## config.mk

```make
export PLATFORM = sky130hd
export DESIGN_NAME = wb_retire_queue
export DESIGN_NICKNAME = d
export VERILOG_FILES = /design/src/rtl/wb_pkg.sv /design/src/rtl/wb_mq_fifo.sv /design/src/rtl/wb_retire_queue.sv
export SDC_FILE = /design/constraint.sdc
export NUM_CORES = 1
export LEC_CHECK = 0
export BUFFER_PORTS_ARGS = -buffer_cell sky130_fd_sc_hd__buf_2
export CORE_AREA = 2 2 271 273
export DETAILED_ROUTE_END_ITERATION = 10
export DIE_AREA = 0 0 273 275
export HOLD_SLACK_MARGIN = 0.05
export PLACE_DENSITY = 0.55
export SYNTH_ARGS = -nofsm -noshare
export SYNTH_HDL_FRONTEND = slang
export SYNTH_SLANG_ARGS = --single-unit
export TNS_END_PERCENT = 20
```

## constraint.sdc

```tcl
create_clock -name clk -period 10.93 [get_ports clk]
set_input_delay 1.093 -clock clk [delete_from_list [all_inputs] [get_ports clk]]
set_output_delay 1.093 -clock clk [all_outputs]
set_load 0.05 [all_outputs]
```

## src/rtl/wb_pkg.sv

```systemverilog
// wb_pkg: shared widths, queue entry type and lane popcount for the write-back queue.
//   XLEN / RA_W  : data and register-address widths
//   wb_entry_t   : one queued result {addr, data}
//   popcount_lanes: number of set bits in a lane mask (up to 4 lanes)
package wb_pkg;
    localparam int XLEN = 32;
    localparam int RA_W = 5;

    typedef struct packed {
        logic [RA_W-1:0] addr;
        logic [XLEN-1:0] data;
    } wb_entry_t;

    function automatic logic [2:0] popcount_lanes(input logic [3:0] mask);
        return 3'(mask[0]) + 3'(mask[1]) + 3'(mask[2]) + 3'(mask[3]);
    endfunction
endpackage

```

## src/rtl/wb_mq_fifo.sv

```systemverilog
// wb_mq_fifo: multi-push / multi-pop circular buffer of wb_entry_t.
//   clk, reset   : clock, synchronous active-high reset (pointers and count)
//   push_en      : write the masked lanes of push_data this edge
//   push_mask    : per-lane valid; set lanes are compacted in ascending order
//   push_data    : per-lane entries
//   pop_n        : number of head entries to retire this edge
//   head_o       : the LANES oldest entries (valid up to count_o)
//   count_o      : occupancy
//   mem_o, rd_ptr_o : raw storage and head pointer (only with WB_BYPASS_EN)
module wb_mq_fifo
    import wb_pkg::*;
#(
    parameter int LANES = 2,
    parameter int DEPTH = 8,
    localparam int AW = $clog2(DEPTH),
    localparam int CW = AW + 1
) (
    input  logic                    clk,
    input  logic                    reset,
    input  logic                    push_en,
    input  logic [LANES-1:0]        push_mask,
    input  wb_entry_t [LANES-1:0]   push_data,
    input  logic [AW-1:0]           pop_n,
    output wb_entry_t [LANES-1:0]   head_o,
    output logic [CW-1:0]           count_o
`ifdef WB_BYPASS_EN
    ,
    output wb_entry_t [DEPTH-1:0]   mem_o,
    output logic [AW-1:0]           rd_ptr_o
`endif
);
    wb_entry_t [DEPTH-1:0] mem_q, mem_d;
    logic [AW-1:0] wr_ptr_q, wr_ptr_d, rd_ptr_q, rd_ptr_d, off;
    logic [CW-1:0] count_q, count_d;
    logic [2:0] pushed;
    logic [3:0] mask4;

    assign mask4 = 4'(push_mask);

    // off tracks how many lanes below the current one were valid, so set
    // lanes land in consecutive slots after the tail with no holes.
    always_comb begin
        mem_d = mem_q;
        off = '0;
        pushed = push_en ? popcount_lanes(mask4) : 3'd0;
        for (int i = 0; i < LANES; i++) begin
            if (push_en && push_mask[i]) begin
                mem_d[wr_ptr_q + off] = push_data[i];
                off = off + AW'(1);
            end
        end
        wr_ptr_d = wr_ptr_q + off;
        rd_ptr_d = rd_ptr_q + pop_n;
        count_d = count_q + CW'(pushed) - CW'(pop_n);
    end

    always_ff @(posedge clk) begin
        if (reset) begin
            wr_ptr_q <= '0;
            rd_ptr_q <= '0;
            count_q  <= '0;
        end else begin
            wr_ptr_q <= wr_ptr_d;
            rd_ptr_q <= rd_ptr_d;
            count_q  <= count_d;
        end
    end

    // Storage needs no reset: count gates every use of it.
    always_ff @(posedge clk) mem_q <= mem_d;

    for (genvar k = 0; k < LANES; k++) begin : g_head
        assign head_o[k] = mem_q[rd_ptr_q + AW'(k)];
    end

    assign count_o = count_q;
`ifdef WB_BYPASS_EN
    assign mem_o = mem_q;
    assign rd_ptr_o = rd_ptr_q;
`endif
endmodule

```

## src/rtl/wb_retire_queue.sv

```systemverilog
// wb_retire_queue: buffered multi-lane write-back stage with x0 suppression.
//   clk, reset            : clock, synchronous active-high reset
//   prev_valid_i / self_ready_o : upstream bundle handshake
//   lane_valid_i, rd_addr_i, rd_data_i : bundle of up to LANES results
//   stall_i               : freezes accept and drain
//   next_ready_i          : register file accepts writes this cycle
//   self_valid_o          : registered; some entry was retired on the last edge
//   rd_en_o, rd_addr_o, rd_data_o : LANES register-file write ports
//   count_o               : queue occupancy
//   byp_rs_i, byp_hit_o, byp_data_o : operand bypass (only with WB_BYPASS_EN)
module wb_retire_queue
    import wb_pkg::*;
#(
    parameter int LANES = 2,
    parameter int DEPTH = 8
) (
    input  logic                      clk,
    input  logic                      reset,
    input  logic                      prev_valid_i,
    output logic                      self_ready_o,
    input  logic [LANES-1:0]          lane_valid_i,
    input  logic [LANES*RA_W-1:0]     rd_addr_i,
    input  logic [LANES*XLEN-1:0]     rd_data_i,
    input  logic                      stall_i,
    input  logic                      next_ready_i,
    output logic                      self_valid_o,
    output logic [LANES-1:0]          rd_en_o,
    output logic [LANES*RA_W-1:0]     rd_addr_o,
    output logic [LANES*XLEN-1:0]     rd_data_o,
    output logic [$clog2(DEPTH):0]    count_o
`ifdef WB_BYPASS_EN
    ,
    input  logic [2*RA_W-1:0]         byp_rs_i,
    output logic [1:0]                byp_hit_o,
    output logic [2*XLEN-1:0]         byp_data_o
`endif
);
    localparam int AW = $clog2(DEPTH);
    localparam int CW = AW + 1;

    wb_entry_t [LANES-1:0] push_data, head;
    logic [CW-1:0] count;
    logic [AW-1:0] pop_n;
    logic accept, drain;
    logic [LANES-1:0] en_q, en_d;
    logic [LANES-1:0][RA_W-1:0] addr_q, addr_d;
    logic [LANES-1:0][XLEN-1:0] data_q, data_d;
    logic valid_q, valid_d;

    for (genvar k = 0; k < LANES; k++) begin : g_push
        assign push_data[k] = '{addr: rd_addr_i[k*RA_W +: RA_W], data: rd_data_i[k*XLEN +: XLEN]};
    end

    // Ready looks at the pre-pop count so it never depends on next_ready_i.
    assign self_ready_o = !stall_i && (CW'(DEPTH) - count >= CW'(LANES));
    assign accept = prev_valid_i && self_ready_o;
    assign drain = !stall_i && next_ready_i && count != '0;
    assign pop_n = !drain ? '0 : (count < CW'(LANES)) ? AW'(count) : AW'(LANES);

    wb_mq_fifo #(.LANES(LANES), .DEPTH(DEPTH)) u_fifo (
        .clk       (clk),
        .reset     (reset),
        .push_en   (accept),
        .push_mask (lane_valid_i),
        .push_data (push_data),
        .pop_n     (pop_n),
        .head_o    (head),
        .count_o   (count)
`ifdef WB_BYPASS_EN
        ,
        .mem_o     (mem),
        .rd_ptr_o  (rd_ptr)
`endif
    );

    // Popped x0 entries still load the port registers but never raise rd_en.
    always_comb begin
        en_d = '0;
        addr_d = addr_q;
        data_d = data_q;
        for (int k = 0; k < LANES; k++) begin
            if (AW'(k) < pop_n) begin
                en_d[k] = head[k].addr != '0;
                addr_d[k] = head[k].addr;
                data_d[k] = head[k].data;
            end
        end
        valid_d = pop_n != '0;
    end

    always_ff @(posedge clk) begin
        if (reset) begin
            en_q    <= '0;
            addr_q  <= '0;
            data_q  <= '0;
            valid_q <= 1'b0;
        end else begin
            en_q    <= en_d;
            addr_q  <= addr_d;
            data_q  <= data_d;
            valid_q <= valid_d;
        end
    end

    assign rd_en_o = en_q;
    assign rd_addr_o = addr_q;
    assign rd_data_o = data_q;
    assign self_valid_o = valid_q;
    assign count_o = count;

`ifdef WB_BYPASS_EN
    wb_entry_t [DEPTH-1:0] mem;
    logic [AW-1:0] rd_ptr;
    logic [RA_W-1:0] rs;
    wb_entry_t e;

    // Scan oldest to youngest (ports, then queue head to tail); the last hit wins.
    always_comb begin
        byp_hit_o = '0;
        byp_data_o = '0;
        rs = '0;
        e = '0;
        for (int r = 0; r < 2; r++) begin
            rs = byp_rs_i[r*RA_W +: RA_W];
            for (int k = 0; k < LANES; k++) begin
                if (rs != '0 && en_q[k] && addr_q[k] == rs) begin
                    byp_hit_o[r] = 1'b1;
                    byp_data_o[r*XLEN +: XLEN] = data_q[k];
                end
            end
            for (int i = 0; i < DEPTH; i++) begin
                e = mem[rd_ptr + AW'(i)];
                if (rs != '0 && CW'(i) < count && e.addr == rs) begin
                    byp_hit_o[r] = 1'b1;
                    byp_data_o[r*XLEN +: XLEN] = e.data;
                end
            end
        end
    end
`endif
endmodule

```

* After elaboration in Yosys (flattened, before gate mapping)
Index checks and enable logic that the tools add are counted.
** Storage, ports and cells
- Output and inout port bits :: 82
- Word-level logic and storage cells :: 79
- Bits in registers :: 383
- Input bits :: 81
** Cells by class
- $add $sub $neg :: 9
- Reduce and logical (&&, ||, !) cells :: 15
- Multiplexer cells :: 17
- Order comparisons :: 10
- Bitwise logic cells :: 2
** Operators with widths (count)
- bitwise mux 296 bit :: 2
- two-way mux 296 bit :: 2
- binary-select mux 37 bit (select 3 bit) :: 2
- demux 37 bit (select 3 bit) :: 2
- two-way mux 37 bit :: 4
- less-than comparator 3 x 4 -> 1 bit, second input constant :: 4
- two-way mux 3 bit :: 4
- nonzero test 5 bit :: 2
- logical AND 1 bit :: 8
- adder 3 bit :: 2
- greater-or-equal comparator 3 x 1 -> 1 bit, second input constant :: 2
- less-than comparator 1 x 3 -> 1 bit, first input constant :: 2
- adder 4 x 3 -> 4 bit :: 1
- greater-or-equal comparator 4 x 2 -> 1 bit, second input constant :: 1
- less-than comparator 4 x 2 -> 1 bit, second input constant :: 1
- nonzero test 4 bit :: 1
- OR reduction 2 bit :: 2
- subtractor 4 x 3 -> 4 bit :: 1
- subtractor 4 bit, first input constant :: 1
- adder 3 x 1 -> 3 bit :: 1
- adder 3 x 1 -> 3 bit, second input constant :: 1
- nonzero test 3 bit :: 1
- adder 1 x 1 -> 2 bit :: 1
- adder 1 x 1 -> 2 bit, second input constant :: 1
- 3 further kinds :: 4

* Logic depth before layout (Yosys ltp)
Gate-level depths: netlist of run 1.
- Depth after elaboration :: 13
- Gate-level depth with buffers :: 13
- Mapped depth without buffers :: 12

* Cells and area by module
From an unflattened synthesis of run 1, not the netlist that was laid out.
** Second synthesis, totals
- Cells, all modules :: 2497
- Area, all modules :: 21558.2 um2
** By module, submodules not included
- wb_mq_fifo :: sequential area each 6125.9 um2, times used 1, cells each 2148, area an instance 18647.9 um2
- wb_retire_queue :: sequential area each 1541.5 um2, times used 1, cells each 349, area an instance 2910.3 um2

* Worst setup path before layout of run 1
Ideal clock, no wire load.
- Path type :: reg2reg
- Start :: reg u_fifo.count_q[1] (netlist: u_fifo.count_o[1])
- End :: reg u_fifo.mem_q[100] (netlist bit)
- Stages on the path, launching flop included :: 13
- Period minus slack after synthesis :: 4.024 ns
- Path slack :: 6.906 ns
- Arrival :: 3.952 ns
- Data required time :: 10.858 ns
- Library setup time :: 0.072 ns
- Buffers on the path :: 2
- Cell sequence :: dfxtp_1 -> inv_1 -> ha_1 -> or2_2 -> nor4_1 -> nor2_1 -> ha_1 -> ha_1 -> nor3b_1 -> clkbuf_1 -> clkbuf_1 -> a32oi_1 -> a2bb2oi_1
** RTL lines
- start: declaration :: RTL line wb_mq_fifo.sv:34 : logic [CW-1:0] count_q, count_d;
- start signal: assignment :: RTL line wb_mq_fifo.sv:65 : count_q <= count_d;
- end signal: assignment :: RTL line wb_mq_fifo.sv:70 : always_ff @(posedge clk) mem_q <= mem_d;
- end: declaration :: RTL line wb_mq_fifo.sv:32 : wb_entry_t [DEPTH-1:0] mem_q, mem_d;

==> results of run 1 <==
## power groups by stage
stage	combinational [uW]	sequential (uW)	clock [uW]
2_1_floorplan	1600	2100	0
3_3_place_gp	2380	2000	0
3_5_place_dp	2430	2020	0
4_1_cts	2440	1990	1590
5_1_grt	2620	2040	1650
6_report	2480	2000	1580
## kinds of logic (layout without fill, tap and decap cells)
logic type / count (synthesis) / in the layout
AOI/OAI and AO/OA: 756 / 756
and+or+nand+nor: 641 / 641
DFF: 383 / 383
buffers and inverters: 375 / 290
muxes: 198 / 198
adders and majority gates: 18 / 18
xor gates and xnor gates: 9 / 9
other: 0 / 5
## flip-flops by register name, summed over array words and instances (netlist names)
name             count
u_fifo.count_o       4
u_fifo.mem_q       296
u_fifo.rd_ptr_q      3
u_fifo.wr_ptr_q      3
self_valid_o         1
rd_en_o              2
rd_addr_o           10
rd_data_o           64
## area by class of cell
class	count	area (um2)
clock buffers	72	1359
repair buffers	194	1054
clock inverters	9	150.1
well taps	959	1200
diodes	5	12.51
fillers	7401	48410
multi-input cells	1622	12420
flip-flops and latches	383	7676
inverters	15	56.30
## cell usage in the layout, fill, tap and decap left out, types with 5 or more instances in the layout
cell type	instances
nand2_1	67
nor2_1	84
o21ai_0	280
nand2_2	8
nand3_1	222
a31oi_1	222
o21ai_1	16
nor3_1	223
clkbuf_8	11
clkbuf_1	15
buf_2	161
mux4_2	146
nor2b_1	8
a211oi_1	38
mux2i_1	48
buf_4	33
ha_1	13
diode_2	5
dfxtp_1	380
inv_1	14
a2bb2oi_1	74
clkbuf_16	46
a311oi_1	33
a32oi_1	74
## cell usage after synthesis, types with 2 or more instances
cell         n
a211oi_1    38
a21oi_1      4
a2bb2oi_1   74
a311oi_1    33
a31oi_1    222
a32oi_1     74
a41oi_2      4
and3_1       2
and3b_1      2
buf_1       34
buf_2       77
buf_4        9
buf_6        5
clkbuf_1   218
clkbuf_2    17
dfxtp_1    383
fa_1         4
ha_1        14
inv_1       14
mux2_2       4
mux2i_1     48
mux4_2     146
nand2_1     67
nand2_2      8
nand2b_1     4
nand3_1    223
nand3b_1     3
nor2_1      88
nor2b_1      8
nor3_1     223
nor3b_1      2
nor4_1       2
o21ai_0    280
o21ai_1     16
o41ai_2      4
or2_2        3
xnor2_1      4
xor2_1       4
## final timing paths
kind	startpoint	end	cells after the start
worst max-delay path	u_fifo.count_o[1]$_SDFF_PP0_	u_fifo.mem_q[26]$_DFF_P_	12
worst min-delay path	u_fifo.mem_q[109]$_DFF_P_	u_fifo.mem_q[109]$_DFF_P_	2
worst max register to register	u_fifo.count_o[1]$_SDFF_PP0_	u_fifo.mem_q[26]$_DFF_P_	12
worst min register to register	u_fifo.mem_q[109]$_DFF_P_	u_fifo.mem_q[109]$_DFF_P_	2
## worst max-delay path, cell delays in order (launching register included)
cell and delay [ns]:
dfxtp_1 0.52, inv_1 0.15, ha_1 0.31, or2_2 0.39
nor4_1 0.69, nor2_1 0.17, ha_1 0.23, ha_1 0.21
xor2_1 0.20, a41oi_4 0.19, buf_4 0.59, nand2_2 0.96
a31oi_1 0.46
## through the flow
stage / util [%] / total power, uW / area (um2) / hold WS (ns) / std cells
3_5_place_dp: 30.97 / 4447 / 22410 / 0.4805 / 3173
2_1_floorplan: - / 3705 / 21460 / 0.4566 / 2380
3_3_place_gp: 30.97 / 4374 / 22410 / 0.4706 / 3173
5_1_grt: 33.06 / 6301 / 23920 / 0.5099 / 3255
4_1_cts: 33.06 / 6016 / 23920 / 0.4882 / 3254
6_report: 33.08 / 6057 / 23930 / 0.4897 / 3259
## layer usage
layer  vias up  global-route usage [%]  routed length, um
li1       8944                       -                  -
met1     10450                   27.43              33870
met2      1292                   37.75              41990
met3       267                   4.914               8194
met4        12                   10.35               3480
met5         -                       0                 71
==> key figures, run 1 <==
STA
  – Clock skew: 0.01818 ns
  – Final min period: 5.190 ns
  – Worst-Margin Slew: 1.348 ns
  – Rel. slew slack: 9.798%
  – Post-route setup slack: 5.740 ns
  – Final cycle utilization of the critical path: 47.49%
  – Slew Viols, Final: 0
  – RSZ-0062 raised after global routing: false
  – Setup_tns: 0 ns
  – Final setup viols: 0
  – Final hold violation count: 0
  – Peak Freq: 0.1927 GHz

Floorplan
  – Std-Cell Rows: 99
  – Die area: 75080 um2
  – Initial Util: 29.67%
  – Core region area: 72340 um2
  – Die Y: 275 um
  – I/O pin count: 163
  – Die Span X: 273 um

GRT
  – Vias in the first global route: 20940
  – GRT Total Usage: 22.45%
  – Initial antenna violation count: 12
  – Overflow left after global routing: 0
  – First-pass GRT wire length: 131.2 mm
  – Largest net degree at the start of global routing: 104

Routing
  – Initial DRC count: 2321
  – Avg WL per Cell: 26.88 um
  – Final ANT Viol Nets: 0
  – Wirelength, routed: 87.61 mm
  – DRC viols: 0
  – 1st-pass router iterations: 6
  – Vias after detailed routing: 20970
  – Via-to-Cell Ratio: 6.434

Power
  – Net load switching power: 2640 uW
  – Switching Share: 43.58%
  – Sequential power share: 33.1%
  – Pint: 3417 uW
  – Static leakage: 0.007512 uW
  – Clock Power Share: 26.0%
  – PwrDens: 253.2 nW/um2
  – Worst ir drop on vdd: 0.2072 mV
  – Comb pwr share: 40.9%

Worst setup path
  – Reg2Reg Setup Slack: 5.74 ns
  – Critical path arrival: 5.69 ns
  – Worst EP required: 11.43 ns
  – CP Capture Type: flop
  – Crit path kind: reg -> reg
  – CP startpoint kind: flop
  – Worst-path fanout max: 41

Yosys
  – Post-synthesis adder-cell area fraction: 1.189%
  – Synth top area share: 35.73%
  – Commonest register cell after synthesis: dfxtp_1
  – Yosys warns: 0
  – Syn_nets: 2479
  – Post-synth EDFFs: 0
  – Xor/xnor share of the synthesized area: 0.4023%
  – Register area share after synthesis: 35.73%
  – Synth cell types: 53
  – Count of state elements after synthesis: 383
  – Post-synthesis cell count: 2380
  – Area share of and/or/nand/nor cells after synthesis: 14.40%
  – Post-Syn Area per Cell: 9.018 um2
  – Mapped Area: 21460 um2
  – Compound-Gate Fraction of Synth Area: 23.07%
  – Largest family of logic cells by synthesized area: compound AO/OA/AOI/OAI gates
  – Asr flop ratio synth: 0%
  – Synth top area cells: dfxtp_1, mux4_2, o21ai_0
  – Yosys top cell by area: dfxtp_1
  – Post-synthesis mux area share: 17.77%

Clock network
  – Worst-Skew Late Latency: 0.60 ns
  – Root Buffer: clkbuf_16
  – Clock Tree Buf Depth: 3
  – Post-CTS Resized: 0
  – CTS tree: built
  – H-tree levels: 2
  – Cts bufs inserted: 45
  – Setup Fix Bufs, Post-CTS: 0
  – Hold buffers post-CTS: 0
  – Clk sinks: 383
  – Clk slew on worst S/H paths: 0.06 ns

Layout
  – Share of layout cells above drive strength 1: 19.61%
  – Nets: 2360
  – Area grow syn2layout: 11.49%

Flow run
  – Number of max-cap violations: 0

Placement
  – Gpl congestion: 0.7840
  – Dpl hpwl: 46.56 mm
  – Place WS: 5.901 ns
  – # port buffers: 162

Status
  – Status: completed

Worst hold path
  – Min-delay worst type: reg -> reg
Note: power is estimated with default switching activity, not from simulation.
==> run 2: changes to the inputs <==
Clock period 10.93 ns to 5.4 ns, I/O delays scaled along.
==> run 2 against run 1 <==
Net effect:
- sequential share of layout area down 0.27 points
- total power up 100%
- worst setup slack worse by 4.7 ns
- global-route usage down 0.23 points
- die area unchanged
- first-iteration DRC count up 5.6%
- worst hold slack worse by 0.19 ns
- final area up 0.86%
- non-clock buffer count up 23
- cell count up 0.52%
- critical path depth up 2
- combinational power up 100%
- critical endpoint is now u_fifo.mem_q[92]$_DFF_P_
- highest routed layer unchanged
==> key figures, run 2 (synthesis gave the netlist of run 1 again) <==
Clock network
  – Cts bufs inserted: 47 (+4.4%)
  – H-tree levels: 2 (unchanged)
  – Post-CTS Resized: 0 (unchanged)
  – Setup Fix Bufs, Post-CTS: 0 (unchanged)
  – Root Buffer: clkbuf_16
  – Clk slew on worst S/H paths: 0.06 ns (about the same)
  – Clk sinks: 383 (unchanged)
  – Worst-Skew Late Latency: 0.60 ns (about the same)
  – CTS tree: built
  – Clock Tree Buf Depth: 3 (unchanged)
  – Hold buffers post-CTS: 0 (unchanged)

Floorplan
  – Die Span X: 273 um (unchanged)
  – Initial Util: 29.67% (unchanged)
  – Std-Cell Rows: 99 (unchanged)
  – Die Y: 275 um (unchanged)
  – I/O pin count: 163 (unchanged)
  – Die area: 75080 um2 (unchanged)
  – Core region area: 72340 um2 (unchanged)

STA
  – Clock skew: 0.02911 ns (+0.01093 ns)
  – Final cycle utilization of the critical path: 79.90% (+32 points)
  – Final min period: 4.315 ns (-0.8755 ns)
  – Setup_tns: 0 ns (unchanged)
  – RSZ-0062 raised after global routing: false
  – Slew Viols, Final: 0 (unchanged)
  – Worst-Margin Slew: 1.135 ns (-0.2136 ns)
  – Rel. slew slack: 24.18% (+14 points)
  – Final setup viols: 0 (unchanged)
  – Peak Freq: 0.2318 GHz (+20%)
  – Final hold violation count: 0 (unchanged)

Layout
  – Nets: 2385 (+1.1%)
  – Share of layout cells above drive strength 1: 20.48% (+0.87 points)
  – Filler cells: 7394 (-0.095%)
  – Commonest non-fill, non-tap cell in the layout: dfxtp_1
  – Most frequent cells in the layout: dfxtp_1, o21ai_0, nor3_1
  – Max reg flops: 296 (unchanged)
  – Area grow syn2layout: 12.45%
  – Biggest register: u_fifo.mem_q
  – Fin cells: 3276 (+0.52%)
  – Final instance area: 24130 um2 (+0.86%)

Routing
  – DRC viols: 0 (unchanged)
  – Initial DRC count: 2452 (+5.6%)
  – DR top layer: met5
  – 1st-pass router iterations: 6 (unchanged)
  – Via-to-Cell Ratio: 6.431 (about the same)
  – Met2 WL post-DR: 41.15 mm (-2.0%)
  – Vias after detailed routing: 21070 (+0.47%)
  – Avg WL per Cell: 26.43 um (-1.7%)
  – Wirelength, routed: 86.57 mm (-1.2%)
  – Final ANT Viol Nets: 0 (unchanged)
  – M1 WL: 33.26 mm (-1.8%)
  – Metal3 WL: 8.641 mm (+5.5%)

Worst hold path
  – Min-delay worst type: in -> reg

Power
  – PwrDens: 511.1 nW/um2 (+100%)
  – Static leakage: 0.007616 uW (+1.4%)
  – Sequential power share: 33.1% (about the same)
  – Comb pwr share: 40.5% (-0.4 points)
  – Switching Share: 43.01% (-0.57 points)
  – Clock Power Share: 26.4% (+0.4 points)
  – Net load switching power: 5305 uW (+100%)
  – Pint: 7029 uW (+110%)
  – Worst ir drop on vdd: 0.5096 mV (+150%)

Worst setup path
  – Critical path arrival: 4.77 ns (-0.92 ns)
  – CP max stage delay: 0.50 ns (-0.46 ns)
  – CP cell instances: inv_1 > ha_1 > or2_2 > nor4_1 > buf_4 > nor2_1 > ha_1 > ha_1 > xor2_1 > a41oi_4 > buf_4 > nand2_2 > buf_4 > a2bb2oi_1
  – Slowest cell on the critical path: dfxtp_1
  – Crit path buf inv count: 4 (+2)
  – CP startpoint kind: flop
  – Crit path kind: reg -> reg
  – CP Capture Type: flop
  – CP delay by family, top: simple AND/OR/NAND/NOR gates
  – Worst EP required: 5.85 ns (-5.58 ns)
  – Worst-path fanout max: 29 (-29%)

GRT
  – Initial antenna violation count: 15 (+3)
  – Largest net degree at the start of global routing: 85 (-18%)
  – First-pass GRT wire length: 130.1 mm (-0.88%)
  – GRT Total Usage: 22.22% (-0.23 points)
  – Vias in the first global route: 20710 (-1.1%)
  – Overflow left after global routing: 0 (unchanged)

Placement
  – Gpl congestion: 0.8092 (+3.2%)
  – Dpl hpwl: 49.90 mm (+7.2%)
  – Post-DP Area: 22590 um2 (+0.83%)
  – # port buffers: 162 (unchanged)
  – Placed cell count: 3196 (+0.72%)

Flow run
  – Number of max-cap violations: 0 (unchanged)

Status
  – Status: completed
==> run 2: layer usage <==
metal,track usage [%],up-vias
li1,-,9008
met1,27.45,10430
met2,36.78,1366
met3,5.272,249
met4,10.05,14
met5,0,-
==> run 2: path summary, 6_finish.rpt <==
check	startpoint	endpoint	slack [ns]	cells after the start
max	u_fifo.count_o[1]$_SDFF_PP0_	u_fifo.mem_q[92]$_DFF_P_	1.09	14
min	rd_data_i[44]	u_fifo.mem_q[234]$_DFF_P_	0.30	2
max reg2reg	u_fifo.count_o[1]$_SDFF_PP0_	u_fifo.mem_q[92]$_DFF_P_	1.09	14
min reg2reg	rd_addr_o[0]$_SDFFE_PP0N_	rd_addr_o[0]$_SDFFE_PP0N_	0.49	2
==> run 2: metrics by stage <==
| step | power [uW] | setup slack, ns | util, % | hold WS [ns] |
|---|---|---|---|---|
| after floorplan | 7498 | 1.376 | - | 0.4566 |
| after global placement | 8874 | 1.197 | 31.23 | 0.4697 |
| after detailed placement | 9031 | 1.180 | 31.23 | 0.4828 |
| after CTS | 12290 | 1.146 | 33.34 | 0.2659 |
| after global routing | 12850 | 0.8418 | 33.35 | 0.2844 |
| final | 12330 | 1.085 | 33.36 | 0.3011 |
==> run 2: layout make-up <==
type                    instances  area (um2)  share of cell area (%)
well taps                     959        1200                   4.972
inverters                      15       56.30                  0.2333
clock inverters                14       252.7                   1.047
diodes                          7       17.52                 0.07258
repair buffers                217        1239                   5.133
multi-input cells            1622       12420                   51.47
clock buffers                  59        1271                   5.268
flip-flops and latches        383        7676                   31.81
==> run 2: power by group through the flow <==
stage | sequential (uW) | clock [uW] | combinational, uW
3_5_place_dp | 4100 | 0 | 4930
6_report | 4080 | 3260 | 5000
2_1_floorplan | 4250 | 0 | 3250
3_3_place_gp | 4060 | 0 | 4820
5_1_grt | 4140 | 3400 | 5300
4_1_cts | 4050 | 3300 | 4940
==> run 3: changes to the inputs <==
Settings changed: ABC_AREA from default to 1, CORE_AREA 2 2 271 273 to 2 2 280 282, DIE_AREA 0 0 273 275 to 0 0 282 284.
Clock period 5.4 ns to 4.3 ns, I/O delays scaled along.
==> run 3 against run 2 <==
Net effect:
- first-iteration DRC count is 18% higher
- maximum frequency up 28%
- worst setup slack lost 0.15 ns
- area after synthesis rose by 7.0%
- largest power group unchanged
==> key figures, run 3 <==
Yosys
  – Yosys top cell by area: dfxtp_1
  – Post-synthesis adder-cell area fraction: 1.112% (-0.078 points)
  – Asr flop ratio synth: 0% (unchanged)
  – Synth top area cells: dfxtp_1, nand3_1, o21ai_0
  – Post-Syn Area per Cell: 6.288 um2 (-30%)
  – Mapped Area: 22960 um2 (+7.0%)
  – Synth top area share: 33.40% (-2.3 points)
  – Register area share after synthesis: 33.40% (-2.3 points)
  – Largest family of logic cells by synthesized area: simple AND/OR/NAND/NOR gates
  – Commonest register cell after synthesis: dfxtp_1
  – Post-synth EDFFs: 0 (unchanged)
  – Top cells by count, synth: nand2_1, nand3_1, o21ai_0, dfxtp_1, inv_1
  – Area share of and/or/nand/nor cells after synthesis: 31.72% (+17 points)
  – Compound-Gate Fraction of Synth Area: 21.17% (-1.9 points)
  – Synth cell types: 32 (-40%)
  – Syn_nets: 3750 (+51%)
  – Post-synthesis cell count: 3651 (+53%)
  – Post-synthesis mux area share: 0% (-18 points)
  – Xor/xnor share of the synthesized area: 0.1907% (-0.21 points)
  – Top-count cell post-synth: nand2_1
  – Yosys warns: 0 (unchanged)
  – Count of state elements after synthesis: 383 (unchanged)

Worst hold path
  – Hold path startpoint: rd_data_i[49]
  – Min-delay worst type: in -> reg

Placement
  – Post-DP Area: 24090 um2 (+6.6%)
  – Dpl hpwl: 55.37 mm (+11%)
  – Placed cell count: 4560 (+43%)
  – # port buffers: 162 (unchanged)
  – Gpl congestion: 0.8169 (+0.95%)

STA
  – Hold Slack: 0.1387 ns (-0.1624 ns)
  – Clock skew: 0.02898 ns (-0.0001320 ns)
  – Final min period: 3.366 ns (-0.9487 ns)
  – RSZ-0062 raised after global routing: false
  – Worst-Margin Slew: 1.206 ns (+0.07111 ns)
  – Rel. slew slack: 19.50% (-4.7 points)
  – Final setup viols: 0 (unchanged)
  – Final cycle utilization of the critical path: 78.28% (-1.6 points)
  – Peak Freq: 0.2971 GHz (+28%)
  – Slew Viols, Final: 0 (unchanged)
  – Final hold violation count: 0 (unchanged)
  – Setup_tns: 0 ns (unchanged)

Layout
  – Core Util, Final: 33.41% (+0.054 points)
  – Final instance area: 25710 um2 (+6.6%)
  – Biggest register: u_fifo.mem_q
  – Most frequent cells in the layout: nand2_1, nand3_1, o21ai_0
  – Max reg flops: 296 (unchanged)
  – Share of layout cells above drive strength 1: 9.618% (-11 points)
  – Area grow syn2layout: 12.01%
  – Commonest non-fill, non-tap cell in the layout: nand2_1
  – Fin cells: 4652 (+42%)
  – Nets: 3669 (+54%)

Power
  – Pint: 8307 uW (+18%)
  – Comb pwr share: 35.9% (-4.6 points)
  – Static leakage: 0.01193 uW (+57%)
  – Switching Share: 41.05% (-2.0 points)
  – PwrDens: 548.0 nW/um2 (+7.2%)
  – Worst ir drop on vdd: 0.3039 mV (-40%)
  – Clock Power Share: 30.2% (+3.8 points)
  – Sequential power share: 33.9% (+0.8 points)
  – Net load switching power: 5784 uW (+9.0%)

Routing
  – Via-to-Cell Ratio: 5.405 (-16%)
  – Wirelength, routed: 101.5 mm (+17%)
  – Final ANT Viol Nets: 0 (unchanged)
  – Avg WL per Cell: 21.82 um (-17%)
  – Initial DRC count: 2890 (+18%)
  – 1st-pass router iterations: 6 (unchanged)
  – DRC viols: 0 (unchanged)
  – Vias after detailed routing: 25140 (+19%)

GRT
  – Vias in the first global route: 23020 (+11%)
  – First-pass GRT wire length: 150.1 mm (+15%)
  – Largest net degree at the start of global routing: 241 (+180%)
  – Overflow left after global routing: 0 (unchanged)
  – GRT Total Usage: 24.47% (+2.2 points)
  – Initial antenna violation count: 5 (-10)

Floorplan
  – I/O pin count: 163 (unchanged)
  – Die Y: 284 um (+3.3%)
  – Core region area: 76960 um2 (+6.4%)
  – Die Span X: 282 um (+3.3%)
  – Die area: 80090 um2 (+6.7%)
  – Initial Util: 29.83% (+0.16 points)
  – Std-Cell Rows: 102 (+3.0%)

Worst setup path
  – Crit path buf inv count: 2 (-2)
  – Launching point of the worst reg2reg path: u_fifo.count_o[1]$_SDFF_PP0_
  – Worst EP required: 4.77 ns (-1.08 ns)
  – CP startpoint kind: flop
  – CP delay by family, top: adder cells
  – CP max stage delay: 0.79 ns (+0.29 ns)
  – Worst-path fanout max: 86 (+200%)
  – Slowest cell on the critical path: buf_4
  – CP cell instances: inv_1 > ha_1 > nor2_1 > nand2_1 > nor2_1 > nand3_2 > nand3_4 > nor2_4 > buf_4 > ha_1 > ha_1 > fa_1 > xnor2_1 > nor2_1
  – Critical path arrival: 3.84 ns (-0.93 ns)
  – Worst setup path start: u_fifo.count_o[1]$_SDFF_PP0_
  – Crit path kind: reg -> reg
  – CP Capture Type: flop

Clock network
  – H-tree levels: 2 (unchanged)
  – Post-CTS Resized: 0 (unchanged)
  – Clk slew on worst S/H paths: 0.06 ns (about the same)
  – Clock Tree Buf Depth: 3 (unchanged)
  – Setup Fix Bufs, Post-CTS: 0 (unchanged)
  – Cts bufs inserted: 48 (+2.1%)
  – Hold buffers post-CTS: 0 (unchanged)
  – Root Buffer: clkbuf_16
  – Worst-Skew Late Latency: 0.62 ns (+0.02 ns)
  – Clk sinks: 383 (unchanged)
  – CTS tree: built

Status
  – Status: completed

Flow run
  – Number of max-cap violations: 0 (unchanged)
-- run 3: changes by cell type in the layout (fill, tap and decap cells not counted), moves of 62 or more --
cell / change
nand2_1: +688
nand3_1: +523
o21ai_0: +311
inv_1: +278
nor3_1: -223
a31oi_1: -220
a21oi_1: +174
mux4_2: -146
a2bb2oi_1: -74
a32oi_1: -74
o21bai_1: +67
nor2_1: +62
-- run 3: kinds of logic (layout without fill, tap and decap cells) --
kind of cell / after synthesis / count (layout)
DFF: 383 / 383
buffers and inverters: 667 / 624
other: 0 / 4
AOI/OAI and AO/OA: 909 / 909
xor gates and xnor gates: 5 / 5
and+or+nand+nor: 1669 / 1669
adders and majority gates: 18 / 18
-- run 3: final timing paths --
kind	endpoint	slack, ns	cells past startpoint
max	u_fifo.wr_ptr_q[2]$_SDFF_PP0_	0.93	14
min	u_fifo.mem_q[202]$_DFF_P_	0.14	3
max reg2reg	u_fifo.wr_ptr_q[2]$_SDFF_PP0_	0.93	14
min reg2reg	rd_data_o[62]$_SDFFE_PP0N_	0.46	2
-- run 3: per-layer routing --
metal  up-vias  wire, um  GRT usage, %
li1      12000         -             -
met2      1236     46080         39.12
met4         4      3250         8.245
met3       215      9403         3.993
met5         -        31             0
met1     11690     42750         33.19
-- run 3: layout make-up --
| cell class | instances | area, um2 |
|---|---|---|
| diodes | 4 | 10.01 |
| clock buffers | 73 | 1426 |
| clock inverters | 15 | 186.4 |
| fillers | 8517 | 51240 |
| inverters | 319 | 1200 |
| multi-input cells | 2601 | 12550 |
| flip-flops and latches | 383 | 7676 |
| well taps | 1040 | 1301 |
| repair buffers | 217 | 1361 |
-- run 3: power groups by stage --
stage	combinational, uW	sequential, uW	clock, uW
floorplan	3000	5260	0
global placement	4970	4820	0
detailed placement	4980	4830	0
CTS	4990	4760	4290
global route	5570	4860	4440
finish	5070	4770	4250
-- run 3: worst register-to-register path, stage by stage (launching register included) --
cell and delay (ns):
dfxtp_1 0.36, inv_1 0.10, ha_1 0.28, nor2_1 0.04, nand2_1 0.05, nor2_1 0.04, nand3_2 0.11, nand3_4 0.13
nor2_4 0.11, buf_4 0.79, ha_1 0.40, ha_1 0.20, fa_1 0.40, xnor2_1 0.16, nor2_1 0.06
-- run 3: metrics by stage --
| stage | total power [uW] | worst slack [ns] |
|---|---|---|
| final | 14090 | 0.9340 |
| after CTS | 14050 | 0.9301 |
| after floorplan | 8264 | 1.045 |
| after global routing | 14860 | 0.6803 |
| after global placement | 9786 | 0.9744 |
| after detailed placement | 9814 | 0.9425 |
